===== config.mk =====
export PLATFORM = sky130hd
export DESIGN_NAME = qpmm_sequencer
export DESIGN_NICKNAME = d
export VERILOG_FILES = /design/src/rtl/qpmm_seq_pkg.sv /design/src/rtl/qpmm_seq_scoreboard.sv /design/src/rtl/qpmm_sequencer.sv
export SDC_FILE = /design/constraint.sdc
export NUM_CORES = 1
export LEC_CHECK = 0
export CAP_MARGIN = 15
export CORE_MARGIN = 2
export CORE_UTILIZATION = 54
export DETAILED_ROUTE_END_ITERATION = 8
export PLACE_DENSITY_LB_ADDON = 0.08
export SYNTH_ARGS = -nofsm -noshare
export SYNTH_HDL_FRONTEND = slang
export SYNTH_HIERARCHICAL = 1
export SYNTH_SLANG_ARGS = --single-unit

===== constraint.sdc =====
create_clock -name clk -period 7.1 [get_ports clk]
set_input_delay 1.42 -clock clk [delete_from_list [all_inputs] [get_ports clk]]
set_output_delay 1.42 -clock clk [all_outputs]
set_load 0.02 [all_outputs]

===== src/rtl/qpmm_seq_pkg.sv =====
// Shared types and defaults for the QPMM issue sequencer.
// Optional feature macro: QPMM_SEQ_PERF_EN (perf_ops / perf_stall counters).
package qpmm_seq_pkg;

  localparam int unsigned QPMM_ADDR_W  = 8;
  localparam int unsigned QPMM_TAG_W   = 4;
  localparam int unsigned QPMM_RD_LAT  = 3;
  localparam int unsigned QPMM_MUL_LAT = 32;

  // Command payload at the default widths.
  typedef struct packed {
    logic [QPMM_ADDR_W-1:0] src_a;
    logic [QPMM_ADDR_W-1:0] src_b;
    logic [QPMM_ADDR_W-1:0] dst;
    logic [QPMM_TAG_W-1:0]  tag;
  } qpmm_cmd_t;

  // One tracking-line entry at the default widths.
  typedef struct packed {
    logic                   v;
    logic [QPMM_ADDR_W-1:0] dst;
    logic [QPMM_TAG_W-1:0]  tag;
  } qpmm_stage_t;

  // Tracking depth: issue stage, RAM read latency, multiplier latency.
  function automatic int unsigned qpmm_depth(input int unsigned rd_lat,
                                             input int unsigned mul_lat);
    return 1 + rd_lat + mul_lat;
  endfunction

endpackage


===== src/rtl/qpmm_seq_scoreboard.sv =====
// D-stage tracking line with parallel destination match for RAW hazards.
// Optional feature macro: QPMM_SEQ_PERF_EN (not used in this file).
import qpmm_seq_pkg::*;

module qpmm_seq_scoreboard #(
  parameter int unsigned ADDR_W = QPMM_ADDR_W,
  parameter int unsigned TAG_W  = QPMM_TAG_W,
  parameter int unsigned DEPTH  = qpmm_depth(QPMM_RD_LAT, QPMM_MUL_LAT)
) (
  input  logic              clk,
  input  logic              rst,
  input  logic              push_i,
  input  logic [ADDR_W-1:0] push_dst_i,
  input  logic [TAG_W-1:0]  push_tag_i,
  input  logic [ADDR_W-1:0] chk_a_i,
  input  logic [ADDR_W-1:0] chk_b_i,
  output logic              hazard_o,
  output logic              tail_v_o,
  output logic [ADDR_W-1:0] tail_dst_o,
  output logic [TAG_W-1:0]  tail_tag_o,
  output logic              busy_o
);

  typedef struct packed {
    logic              v;
    logic [ADDR_W-1:0] dst;
    logic [TAG_W-1:0]  tag;
  } stage_t;

  stage_t stage_q [DEPTH];

  // Shift the line every cycle; payload only advances with a valid entry so
  // the last stage keeps its dst/tag across bubbles (holds wr_addr/done_tag).
  always_ff @(posedge clk) begin
    if (rst) begin
      for (int unsigned i = 0; i < DEPTH; i++) stage_q[i] <= '0;
    end else begin
      stage_q[0].v <= push_i;
      if (push_i) begin
        stage_q[0].dst <= push_dst_i;
        stage_q[0].tag <= push_tag_i;
      end
      for (int unsigned i = 1; i < DEPTH; i++) begin
        stage_q[i].v <= stage_q[i-1].v;
        if (stage_q[i-1].v) begin
          stage_q[i].dst <= stage_q[i-1].dst;
          stage_q[i].tag <= stage_q[i-1].tag;
        end
      end
    end
  end

  // Match both candidate sources against every valid in-flight destination.
  always_comb begin
    hazard_o = '0;
    busy_o   = '0;
    for (int unsigned i = 0; i < DEPTH; i++) begin
      if (stage_q[i].v) begin
        busy_o = '1;
        if (stage_q[i].dst == chk_a_i || stage_q[i].dst == chk_b_i) hazard_o = '1;
      end
    end
  end

  assign tail_v_o   = stage_q[DEPTH-1].v;
  assign tail_dst_o = stage_q[DEPTH-1].dst;
  assign tail_tag_o = stage_q[DEPTH-1].tag;

endmodule


===== src/rtl/qpmm_sequencer.sv =====
// QPMM issue controller: command handshake, operand read addresses,
// mirrored write-back timing and completion reporting.
// Optional feature macro: QPMM_SEQ_PERF_EN adds perf_ops / perf_stall.
import qpmm_seq_pkg::*;

module qpmm_sequencer #(
  parameter int unsigned ADDR_W  = QPMM_ADDR_W,
  parameter int unsigned TAG_W   = QPMM_TAG_W,
  parameter int unsigned RD_LAT  = QPMM_RD_LAT,
  parameter int unsigned MUL_LAT = QPMM_MUL_LAT
) (
  input  logic              clk,
  input  logic              rst,
  input  logic              cmd_valid,
  output logic              cmd_ready,
  input  logic [ADDR_W-1:0] cmd_src_a,
  input  logic [ADDR_W-1:0] cmd_src_b,
  input  logic [ADDR_W-1:0] cmd_dst,
  input  logic [TAG_W-1:0]  cmd_tag,
  output logic [ADDR_W-1:0] rd_addr_a,
  output logic [ADDR_W-1:0] rd_addr_b,
  output logic [ADDR_W-1:0] wr_addr,
  output logic              wr_en,
  output logic              done_valid,
  output logic [TAG_W-1:0]  done_tag,
  output logic              busy
`ifdef QPMM_SEQ_PERF_EN
  ,
  output logic [31:0]       perf_ops,
  output logic [31:0]       perf_stall
`endif
);

  localparam int unsigned D = qpmm_depth(RD_LAT, MUL_LAT);

  logic              hazard;
  logic              accept;
  logic              tail_v;
  logic [ADDR_W-1:0] tail_dst;
  logic [TAG_W-1:0]  tail_tag;
  logic [ADDR_W-1:0] rd_addr_a_q, rd_addr_a_d;
  logic [ADDR_W-1:0] rd_addr_b_q, rd_addr_b_d;

  assign cmd_ready = !hazard;
  assign accept    = cmd_valid && cmd_ready;

  qpmm_seq_scoreboard #(
    .ADDR_W (ADDR_W),
    .TAG_W  (TAG_W),
    .DEPTH  (D)
  ) u_sb (
    .clk        (clk),
    .rst        (rst),
    .push_i     (accept),
    .push_dst_i (cmd_dst),
    .push_tag_i (cmd_tag),
    .chk_a_i    (cmd_src_a),
    .chk_b_i    (cmd_src_b),
    .hazard_o   (hazard),
    .tail_v_o   (tail_v),
    .tail_dst_o (tail_dst),
    .tail_tag_o (tail_tag),
    .busy_o     (busy)
  );

  // Read addresses follow the accepted command and hold otherwise.
  always_comb begin
    rd_addr_a_d = rd_addr_a_q;
    rd_addr_b_d = rd_addr_b_q;
    if (accept) begin
      rd_addr_a_d = cmd_src_a;
      rd_addr_b_d = cmd_src_b;
    end
  end

  // Register the read-address ports.
  always_ff @(posedge clk) begin
    if (rst) begin
      rd_addr_a_q <= '0;
      rd_addr_b_q <= '0;
    end else begin
      rd_addr_a_q <= rd_addr_a_d;
      rd_addr_b_q <= rd_addr_b_d;
    end
  end

  assign rd_addr_a  = rd_addr_a_q;
  assign rd_addr_b  = rd_addr_b_q;
  assign wr_en      = tail_v;
  assign done_valid = tail_v;
  assign wr_addr    = tail_dst;
  assign done_tag   = tail_tag;

`ifdef QPMM_SEQ_PERF_EN
  logic [31:0] perf_ops_q, perf_ops_d;
  logic [31:0] perf_stall_q, perf_stall_d;

  // Count accepts and stalled-command cycles, wrapping at 2^32.
  always_comb begin
    perf_ops_d   = perf_ops_q + {31'd0, accept};
    perf_stall_d = perf_stall_q + {31'd0, cmd_valid && !cmd_ready};
  end

  // Register the performance counters.
  always_ff @(posedge clk) begin
    if (rst) begin
      perf_ops_q   <= '0;
      perf_stall_q <= '0;
    end else begin
      perf_ops_q   <= perf_ops_d;
      perf_stall_q <= perf_stall_d;
    end
  end

  assign perf_ops   = perf_ops_q;
  assign perf_stall = perf_stall_q;
`endif

endmodule


After elaboration in Yosys (flattened, before gate mapping)
Memories as Yosys holds them, arrays and structs flattened.
Cells that the tools add are included.
- register bits after elaboration: 16
- RAM bits: 468
- input port bits: 31
- output and inout port bits: 32
- word-level logic and storage cells: 547
- memories: 1
- memory list (name ; depth ; bits a word ; rd ports ; clocked after memory_dff ; write ports ; RTL line ; RTL):
    u_sb.stage_q ; 36 ; 13 ; 36 ; 0 ; 36 ; qpmm_seq_scoreboard.sv:30 ; stage_t stage_q [DEPTH];
- equality and inequality tests: 72
- muxes and demuxes: 326
- bitwise logic cells: 108
- reduce and logical (&&, ||, !) cells: 38
- operators by type and width (cell ; count):
    8-bit equality test ; 72
    8-bit two-way mux ; 36
    1-bit two-way mux ; 254
    4-bit two-way mux ; 36
    1-bit OR ; 108
    1-bit logical OR ; 36
    1-bit logical AND ; 1
    1-bit logical NOT ; 1

Logic depth before layout (Yosys ltp)
Gate-level depths: netlist (run 1).
An unclocked memory read counts as a cell.
- depth after elaboration: 81
- mapped depth: 14
- gate-level depth less buffers: 10

By module
The synthesis (run 1) kept the hierarchy.
- modules (own cells, without submodules) (module ; instances ; cells an instance ; area an instance (um^2) ; sequential area each (um^2)):
    qpmm_seq_scoreboard ; 1 ; 1885 ; 24294.6 ; 13693.1
    qpmm_sequencer ; 1 ; 73 ; 775.7 ; 320.3

Least setup slack after synthesis (run 1)
Ideal clock, no wire load.
- path type: input to output
- from: input cmd_src_a[4]
- to: output cmd_ready
- arrival: 3051 ps
- path slack: 2629 ps
- stages: 11
- path buffers: 3
- cells stage by stage: buf_4 -> buf_8 -> xnor2_1 -> nand4_1 -> o22ai_1 -> a22oi_1 -> nand4_1 -> nor4_1 -> nand4_1 -> clkbuf_1 -> inv_1
- cells in the longest elaborated chain, start to end: 75
- elaborated cells on any way between the ends: 145
- classes of those cells: eq/ne: 36; mux: 72; reduce/logical: 37
- ends and longest elaborated chain (what ; RTL line ; RTL):
    start, declared ; qpmm_sequencer.sv:16 ; input logic [ADDR_W-1:0] cmd_src_a,
    8-bit equality test ; qpmm_seq_scoreboard.sv:60 ; if (stage_q[i].dst == chk_a_i || stage_q[i].dst == chk_b_i) hazard_o = '1;
    1-bit logical OR ; qpmm_seq_scoreboard.sv:60 ;
    1-bit two-way mux ; qpmm_seq_scoreboard.sv:60 ;
    1-bit two-way mux ; qpmm_seq_scoreboard.sv:58 ; if (stage_q[i].v) begin
    1-bit two-way mux ; qpmm_seq_scoreboard.sv:60 ;
    1-bit two-way mux ; qpmm_seq_scoreboard.sv:58 ;
    1-bit two-way mux ; qpmm_seq_scoreboard.sv:60 ;
    1-bit two-way mux ; qpmm_seq_scoreboard.sv:58 ;
    (+60 left out) ; n/a ;
    1-bit two-way mux ; qpmm_seq_scoreboard.sv:60 ;
    1-bit two-way mux ; qpmm_seq_scoreboard.sv:58 ;
    1-bit two-way mux ; qpmm_seq_scoreboard.sv:60 ;
    1-bit two-way mux ; qpmm_seq_scoreboard.sv:58 ;
    1-bit two-way mux ; qpmm_seq_scoreboard.sv:60 ;
    1-bit two-way mux (*) ; qpmm_seq_scoreboard.sv:58 ;
    via hazard ; qpmm_sequencer.sv:36 ; logic hazard;
    1-bit logical NOT (*) ; qpmm_sequencer.sv:44 ; assign cmd_ready = !hazard;
    end, declared ; qpmm_sequencer.sv:15 ; output logic cmd_ready,
Mark *: on every way through the listed nets, which the timed path passes. The rest lies on a longest branch.

Worst setup path in the final report (run 1)
- from: input cmd_src_a[5]
- to: output cmd_ready
The elaborated chain is that of the path after synthesis.

==> results of run 1 <==
cells in the final DEF (no fill, tap or decap), types with 4 or more instances in the layout:
cell / count
xnor2_1: 576
edfxtp_1: 432
and2_1: 408
nand4_1: 150
nor2b_1: 60
dfxtp_1: 52
clkbuf_16: 51
clkdlybuf4s50_1: 45
or2_2: 36
o22ai_1: 36
nand2b_1: 16
nand4bb_1: 16
buf_2: 16
a22oi_1: 16
clkbuf_1: 15
buf_4: 13
buf_12: 13
nor4_1: 10
o21ai_2: 9
bufinv_16: 8
o21ai_0: 7
clkinv_2: 7
clkbuf_8: 5
clkinv_1: 4
critical path, cell delays in order:
cell and delay, ps:
buf_2 430, buf_12 330, xnor2_1 110, nand4_1 100, o22ai_1 90, a22oi_1 320, nand4_1 160, nor4_1 360
nand4_1 210, buf_4 250, inv_1 70, clkdlybuf4s50_1 600
layout make-up:
class	count	area, um2
clock buffer	71	1401
timing repair buffer	87	888.4
clock inverter	24	331.6
fill	3638	18210
tap	600	750.7
inverter	1	3.754
sequential	484	14010
multi-input combinational	1346	9977
registers in the layout, indices dropped and copies added, names as in the netlist:
name,cells
rd_addr_a,8
rd_addr_b,8
u_sb/stage_q,468
cells by family (layout without fill, tap and decap cells):
kind of cell,Yosys count,in the layout,synth area share
AND/OR/NAND/NOR,700,700,0.1777
flip-flops,484,484,0.5590
XOR/XNOR,576,576,0.2012
AO/OA/AOI/OAI,70,70,0.01902
buffers and inverters,128,183,0.04307
where the power goes:
group / leakage (uW) / switching [uW] / total (uW) / internal (uW)
Sequential: 0.00482 / 103 / 3310 / 3210
Clock: 0.000843 / 1090 / 2760 / 1670
Combinational: 0.00325 / 309 / 577 / 268
Total: 0.00891 / 1500 / 6650 / 5150
final timing paths:
| check | endpoint |
|---|---|
| worst max register to register | u_sb/stage_q[0][1] |
| worst min register to register | rd_addr_a[7] |
| worst min-delay path | rd_addr_a[7] |
| worst max-delay path | cmd_ready |
per-layer routing:
| metal | global-route usage | vias to the layer above |
|---|---|---|
| li1 | - | 6758 |
| met1 | 0.3378 | 7113 |
| met2 | 0.3924 | 422 |
| met3 | 0.04334 | 98 |
| met4 | 0.06779 | 2 |
| met5 | 0 | - |
metrics by stage:
step	power [uW]	std cells	worst slack, ps	hold WS [ps]
floorplan	3804	1958	2629	467.8
global placement	3936	2518	1187	463.8
detailed placement	3946	2518	1187	467.6
CTS	6711	2613	1147	478.2
global route	6883	2613	1059	493.9
finish	6651	2613	1194	474.7
==> flow_summary.json, run 1 <==
{
  "status": "finished, final reports clean",
  "worst_pin_slew_ps": 838.3,
  "maxCapViolations": 0,
  "grt_max_degree": 86,
  "max_freq_mhz": 169.3,
  "antenna_found_initial": 2,
  "antennaDiodeCount": 0,
  "fin_worst_skew_ps": 20.66,
  "grt_usage": 0.2428,
  "drv_slew": 0,
  "setup_tns_ps": 0,
  "final_cell_area_um2": 27370,
  "ys_types": 26,
  "dr.pass1.iters": 5,
  "syn_area_um2": 25070,
  "syn2layout_area_growth_pct": 9.158,
  "async_flop_share": 0,
  "fin_crit_ps": 5906,
  "grt_pass1_vias": 14695,
  "initial_core_util": 0.5501,
  "met2WireLength_mm": 26.56,
  "die_w_um": 219.5,
  "ys_seq_area_frac": 0.5590,
  "cts_hold_buf": 0,
  "rsz0062_at_grt": "false",
  "post_cts_buffers": 0,
  "dieArea_um2": 48170,
  "first_iter_violations": 1070,
  "leakage_uw": 0.008913,
  "cts_made_buffers": 51,
  "end_kind": "output pin",
  "clock_latency_ps": 610,
  "core_area_um2": 45580,
  "clkSinkCount": 484,
  "syn_avg_cell_area_um2": 12.80,
  "wl_met3_mm": 3.474,
  "power.density_nw_per_um2": 243.0,
  "cts-root-buf": "clkbuf_16",
  "drive_gt1_frac": 0.08147,
  "post-synth-top-count-cell": "xnor2_1",
  "irDropWorstVdd_mv": 0.1787,
  "r2r_setup_slack_ps": 3560,
  "routed_wl_mm": 56.78,
  "synth-edff-count": 432,
  "num_vias": 14393,
  "cp.arrival_ps": 4490,
  "rr_startpoint": "u_sb/stage_q[17][18]",
  "cts_resized": 0,
  "hold_start": "rd_addr_a[7]",
  "die_y_um": 219.5,
  "row_count": 78,
  "mappedNetlistNets": 1989,
  "yosysTopAreaCell": "edfxtp_1",
  "portBuffers": 62,
  "gp_congestion": 0.8303,
  "clock_path_buffers": 3,
  "min_path_type": "flop to flop",
  "hold_viol": 0,
  "setup.worst_path.start_class": "input pin",
  "r2r_cells": 11,
  "cts_tree": "done",
  "fin_util": 0.6005,
  "synthFlopType": "edfxtp_1",
  "met1Wirelength_mm": 25.45,
  "synth-seq-cells": 484,
  "path_class": "input pin to output pin",
  "slew_headroom": 0.4400,
  "setup_viol": 0,
  "ios": 63,
  "htreeDepth": 2,
  "wl_per_cell_um": 21.73,
  "crit_required_ps": 5680,
  "detail-route-antenna-nets": 0,
  "cts.reportedPaths.clkPinSlew_ps": 60,
  "yosysWarnings": 6,
  "maxUsedRoutingLayer": "met5",
  "synthCells": 1958,
  "ys_top_cells_by_area": "edfxtp_1, xnor2_1, and2_1",
  "dpl_cell_area_um2": 25630,
  "netlist.area_leader.share": 0.5174,
  "whs_path_depth": 2,
  "dp.final_hpwl_mm": 37.72,
  "startpoint": "cmd_src_a[5]",
  "grt_pass1_wl_mm": 87.47,
  "vias_per_cell": 5.508,
  "critPathMaxFanout": 26,
  "nets": 2002,
  "fin_crit_sh": 0.8318,
  "route.detailed.drc": 0,
  "overflow": 0,
  "synth.top_cells.by_count": "xnor2_1, edfxtp_1, and2_1"
}
Power figures use the tool's default switching activity.
==> run 2, diff against run 1 <==
==> constraint.sdc (replaced) <==
create_clock -name clk -period 5.3 [get_ports clk]
set_input_delay 1.06 -clock clk [delete_from_list [all_inputs] [get_ports clk]]
set_output_delay 1.06 -clock clk [all_outputs]
set_load 0.02 [all_outputs]
==> run 2 against run 1 <==
Compared with the run above:
- critical endpoint unchanged
- setup slack got worse by 1000 ps
- die area did not move
- combinational power rose by 40%
- global-route usage rose by 1.7 points
- sequential share of layout area fell by 0.41 points
- worst hold slack improved by 1.3 ps
- largest cell class unchanged
- via count rose by 2.3%
- largest power group unchanged
- register-to-register slack got worse by 2000 ps
==> flow_summary.json, run 2 (synthesized netlist as in run 1, its figures left out) <==
{
  "status": "finished, final reports clean",
  "crit_slowest_cell": "clkdlybuf4s50_1",
  "num_vias": 14718,
  "cts_resized": 0,
  "worst_pin_slew_ps": 876.6,
  "layout_common_cells": "xnor2_1, edfxtp_1, and2_1",
  "die_y_um": 219.5,
  "irDropWorstVdd_mv": 0.2567,
  "fillerInstances": 3558,
  "final-seq-area_um2": 14010,
  "path_class": "input pin to output pin",
  "core_area_um2": 45580,
  "initial_core_util": 0.5501,
  "total_power_uw": 8808,
  "htreeDepth": 2,
  "ios": 63,
  "whs_path_depth": 2,
  "clock_latency_ps": 600,
  "cp_top_family": "buffers and inverters",
  "routed_wl_mm": 61.15,
  "fin_crit_sh": 0.9644,
  "multi_input_area_um2": 9977,
  "vias_per_cell": 5.588,
  "gp_congestion": 0.8573,
  "path_depth": 12,
  "rsz0062_at_grt": "false",
  "drv_slew": 0,
  "dp.final_hpwl_mm": 42.09,
  "portBuffers": 62,
  "min_path_type": "flop to flop",
  "r2r_cells": 12,
  "cp.arrival_ps": 4050,
  "setup_viol": 0,
  "overflow": 0,
  "hold_slack_ps": 476.0,
  "setup.worst_path.start_class": "input pin",
  "detail-route-antenna-nets": 0,
  "largest_register_ffs": 468,
  "final_cell_area_um2": 27590,
  "grt_usage": 0.2602,
  "wl_per_cell_um": 23.22,
  "antenna_found_initial": 1,
  "critPathMaxFanout": 18,
  "crit_required_ps": 4240,
  "clock_path_buffers": 3,
  "first_iter_violations": 1058,
  "layout_commonest_cell": "xnor2_1",
  "antennaDiodeCount": 0,
  "hold_viol": 0,
  "row_count": 78,
  "drive_gt1_frac": 0.08850,
  "die_w_um": 219.5,
  "dr.pass1.iters": 5,
  "crit_chain": "buf_2 > buf_12 > xnor2_1 > nand4_1 > o22ai_1 > a22oi_1 > nand4_1 > nor4_1 > nand4_1 > buf_4 > inv_1 > clkdlybuf4s50_1",
  "max_freq_mhz": 195.6,
  "clkSinkCount": 484,
  "end_kind": "output pin",
  "fin_crit_ps": 5111,
  "critPathBufInv": 5,
  "grt_pass1_vias": 15009,
  "grt_pass1_wl_mm": 92.78,
  "grt_max_degree": 84,
  "fin_worst_skew_ps": 16.41,
  "syn2layout_area_growth_pct": 10.04,
  "slew_headroom": 0.4156,
  "max_stage_delay_ps": 600,
  "dieArea_um2": 48170,
  "dpl_cell_area_um2": 25930,
  "post_cts_buffers": 0,
  "route.detailed.drc": 0,
  "cts-root-buf": "clkbuf_16",
  "leakage_uw": 0.009026,
  "cts_made_buffers": 52,
  "largest-register": "u_sb/stage_q",
  "maxCapViolations": 0,
  "setup_tns_ps": 0,
  "crit_top_cell": "nand4_1",
  "power.density_nw_per_um2": 319.3,
  "cts_hold_buf": 0,
  "nets": 2023,
  "fin_util": 0.6053,
  "cts_tree": "done",
  "cts.reportedPaths.clkPinSlew_ps": 50
}
run 2: through the flow:
step                setup WS [ps]  std cells
global route                186.3       2634
global placement            32.39       2537
CTS                         8.865       2633
detailed placement          32.36       2537
finish                      188.7       2634
floorplan                    1549       1958
run 2: cell type report:
cell class	count	share of cell area
clock inverters	17	0.005805
inverters	1	0.0001361
flip-flops and latches	484	0.5080
clock buffers	79	0.05415
repair buffers	107	0.04309
multi-input cells	1346	0.3616
well taps	600	0.02721
run 2: final timing paths:
| check | slack, ps | end | from |
|---|---|---|---|
| min | 480 | rd_addr_a[4] | rd_addr_a[4] |
| min reg2reg | 480 | rd_addr_a[4] | rd_addr_a[4] |
| max reg2reg | 1570 | u_sb/stage_q[0][2] | u_sb/stage_q[12][6] |
| max | 190 | cmd_ready | cmd_src_b[3] |
run 2: tightest hold or removal path: stages, from the launching register on:
cell and delay [ps]:
dfxtp_1 310, nand2b_1 80, o21ai_2 50
run 2: metal layers:
| layer | up-vias | track usage | part of all wire |
|---|---|---|---|
| li1 | 6810 | - | - |
| met1 | 7314 | 0.3595 | 0.44 |
| met2 | 470 | 0.4180 | 0.47 |
| met3 | 122 | 0.04210 | 0.058 |
| met4 | 2 | 0.09144 | 0.032 |
| met5 | - | 0 | 0.00020 |
run 2: power breakdown:
| group | total [uW] | internal, uW | leakage (uW) | switching (uW) |
|---|---|---|---|---|
| clock network | 3550 | 2080 | 0.000804 | 1480 |
| registers | 4440 | 4300 | 0.00482 | 144 |
| logic | 809 | 382 | 0.00341 | 427 |
| total | 8810 | 6760 | 0.00903 | 2050 |
==> run 3, diff against run 2 <==
--- a/config.mk
+++ b/config.mk
@@ -9,7 +9,8 @@
 export CORE_MARGIN = 2
 export CORE_UTILIZATION = 54
 export DETAILED_ROUTE_END_ITERATION = 8
-export PLACE_DENSITY_LB_ADDON = 0.08
+export HOLD_SLACK_MARGIN = 0.12
+export PLACE_DENSITY = 0.74
 export SYNTH_ARGS = -nofsm -noshare
 export SYNTH_HDL_FRONTEND = slang
 export SYNTH_HIERARCHICAL = 1
==> run 3 against run 2 <==
Compared with the run above:
- global-route usage decreased by 1.0 points
- utilization grew 0.096 points
- count of clock-buffer cells in the layout decreased by 12
- setup slack lost 100 ps
- final cell count about the same
- fmax down 1.9%
- sequential power about the same
- critical path depth unchanged
- critical path type unchanged
==> flow_summary.json, run 3 (synthesized netlist as in run 1, its figures left out) <==
{
  "status": "finished, final reports clean",
  "power.density_nw_per_um2": 321.5,
  "htreeDepth": 2,
  "layout_common_cells": "xnor2_1, edfxtp_1, and2_1",
  "syn2layout_area_growth_pct": 10.22,
  "leakage_uw": 0.009054,
  "antenna_found_initial": 1,
  "cts_made_buffers": 51,
  "grt_usage": 0.2500,
  "seqPwrFrac": 0.500,
  "fin_crit_ps": 5211,
  "worst_pin_slew_ps": 897.8,
  "largest_register_ffs": 468,
  "r2r_end": "u_sb/stage_q[0][0]",
  "path_class": "input pin to output pin",
  "dieArea_um2": 48170,
  "routed_wl_mm": 58.93,
  "setup_viol": 0,
  "drv_slew": 0,
  "num_vias": 14952,
  "gp_congestion": 0.9058,
  "critPathBufInv": 5,
  "setup_tns_ps": 0,
  "irDropWorstVdd_mv": 0.3020,
  "initial_core_util": 0.5501,
  "portBuffers": 62,
  "wl_per_cell_um": 22.36,
  "drive_gt1_frac": 0.09332,
  "cts.reportedPaths.clkPinSlew_ps": 60,
  "die_y_um": 219.5,
  "die_w_um": 219.5,
  "fillerInstances": 3513,
  "crit_required_ps": 4240,
  "grt_pass1_wl_mm": 90.10,
  "worst_slack_ps": 88.94,
  "maxCapViolations": 0,
  "hold_start": "rd_addr_a[6]",
  "crit_chain": "buf_2 > buf_12 > buf_4 > xnor2_1 > nand4_1 > o22ai_1 > a22oi_1 > nand4_1 > nor4_1 > nand4_1 > inv_1 > clkdlybuf4s50_1",
  "vias_per_cell": 5.672,
  "core_area_um2": 45580,
  "cts_hold_buf": 0,
  "total_power_uw": 8885,
  "fin_worst_skew_ps": 21.90,
  "fin_crit_sh": 0.9832,
  "row_count": 78,
  "dp.final_hpwl_mm": 40.63,
  "min_path_type": "flop to flop",
  "clkPwrFrac": 0.409,
  "grt_pass1_vias": 15207,
  "nets": 2024,
  "clkSinkCount": 484,
  "cts_tree": "done",
  "switching_share": 0.2305,
  "largest-register": "u_sb/stage_q",
  "dpl_cell_area_um2": 25910,
  "ios": 63,
  "crit_slowest_cell": "clkdlybuf4s50_1",
  "cts-root-buf": "clkbuf_16",
  "fin_util": 0.6063,
  "max_stage_delay_ps": 610,
  "grt_max_degree": 74,
  "hold_end": "rd_addr_a[6]",
  "setup.worst_path.start_class": "input pin",
  "first_iter_violations": 1298,
  "overflow": 0,
  "p_comb_frac": 0.091,
  "hold_viol": 0,
  "end_kind": "output pin",
  "r2r_cells": 11,
  "max_freq_mhz": 191.9,
  "cp.arrival_ps": 4150,
  "final_cell_area_um2": 27630,
  "detail-route-antenna-nets": 0,
  "whs_path_depth": 2,
  "p_int_uw": 6837,
  "clock_latency_ps": 600,
  "crit_top_cell": "nand4_1",
  "r2r_setup_slack_ps": 1540,
  "place_ws_ps": 11.39,
  "route.detailed.drc": 0,
  "dr.pass1.iters": 7,
  "antennaDiodeCount": 0,
  "slew_headroom": 0.4002,
  "layout_commonest_cell": "xnor2_1",
  "critPathMaxFanout": 27,
  "p_sw_uw": 2048,
  "rsz0062_at_grt": "false",
  "clock_path_buffers": 3,
  "rr_startpoint": "u_sb/stage_q[7][22]",
  "startpoint": "cmd_src_a[1]",
  "cp_top_family": "buffers and inverters"
}
[run 3: worst register-to-register path: cells and delay by family, from the launching register on]
family | cells | cell delay [ps]
compound gates | 2 | 440
xor+xnor | 1 | 180
buf+inv | 1 | 340
flops | 1 | 490
simple gates | 7 | 2160
[run 3: metal layers]
layer,part of all wire,GRT usage
met5,0,0
met4,0.033,0.1034
met3,0.077,0.05079
met2,0.48,0.4054
met1,0.41,0.3289
[run 3: through the flow]
stage,hold WS [ps],instances
global placement,461.3,2540
global route,493.1,2636
finish,473.0,2636
floorplan,467.8,1958
detailed placement,464.4,2540
CTS,476.1,2636
[run 3: power by group through the flow]
stage                     sequential [uW]  clock [uW]  combinational, uW
after detailed placement             4520           0                804
after floorplan                      4480           0                620
after global placement               4520           0                787
after global routing                 4460        3850                868
after CTS                            4440        3700                808
final                                4440        3630                810
[run 3: how the worst max path moves through the flow]
stage | to | cells after the start
floorplan | cmd_ready | 11
global placement | cmd_ready | 11
detailed placement | cmd_ready | 11
CTS | cmd_ready | 11
global route | cmd_ready | 12
finish | cmd_ready | 12
[run 3: final cells by class]
type | count | area (um2) | area share
well taps | 600 | 750.7 | 0.02717
clock buffers | 67 | 1398 | 0.05058
inverters | 1 | 3.754 | 0.0001358
repair buffers | 109 | 1169 | 0.04229
multi-input cells | 1346 | 9977 | 0.3611
clock inverters | 29 | 320.3 | 0.01159
flip-flops and latches | 484 | 14010 | 0.5072
[run 3: what timing repair did]
item | 4_1_cts | 5_1_grt
setup buffers | 0 | 0
endpoints found under the setup margin | 0 | 1
resized for setup | 0 | 1
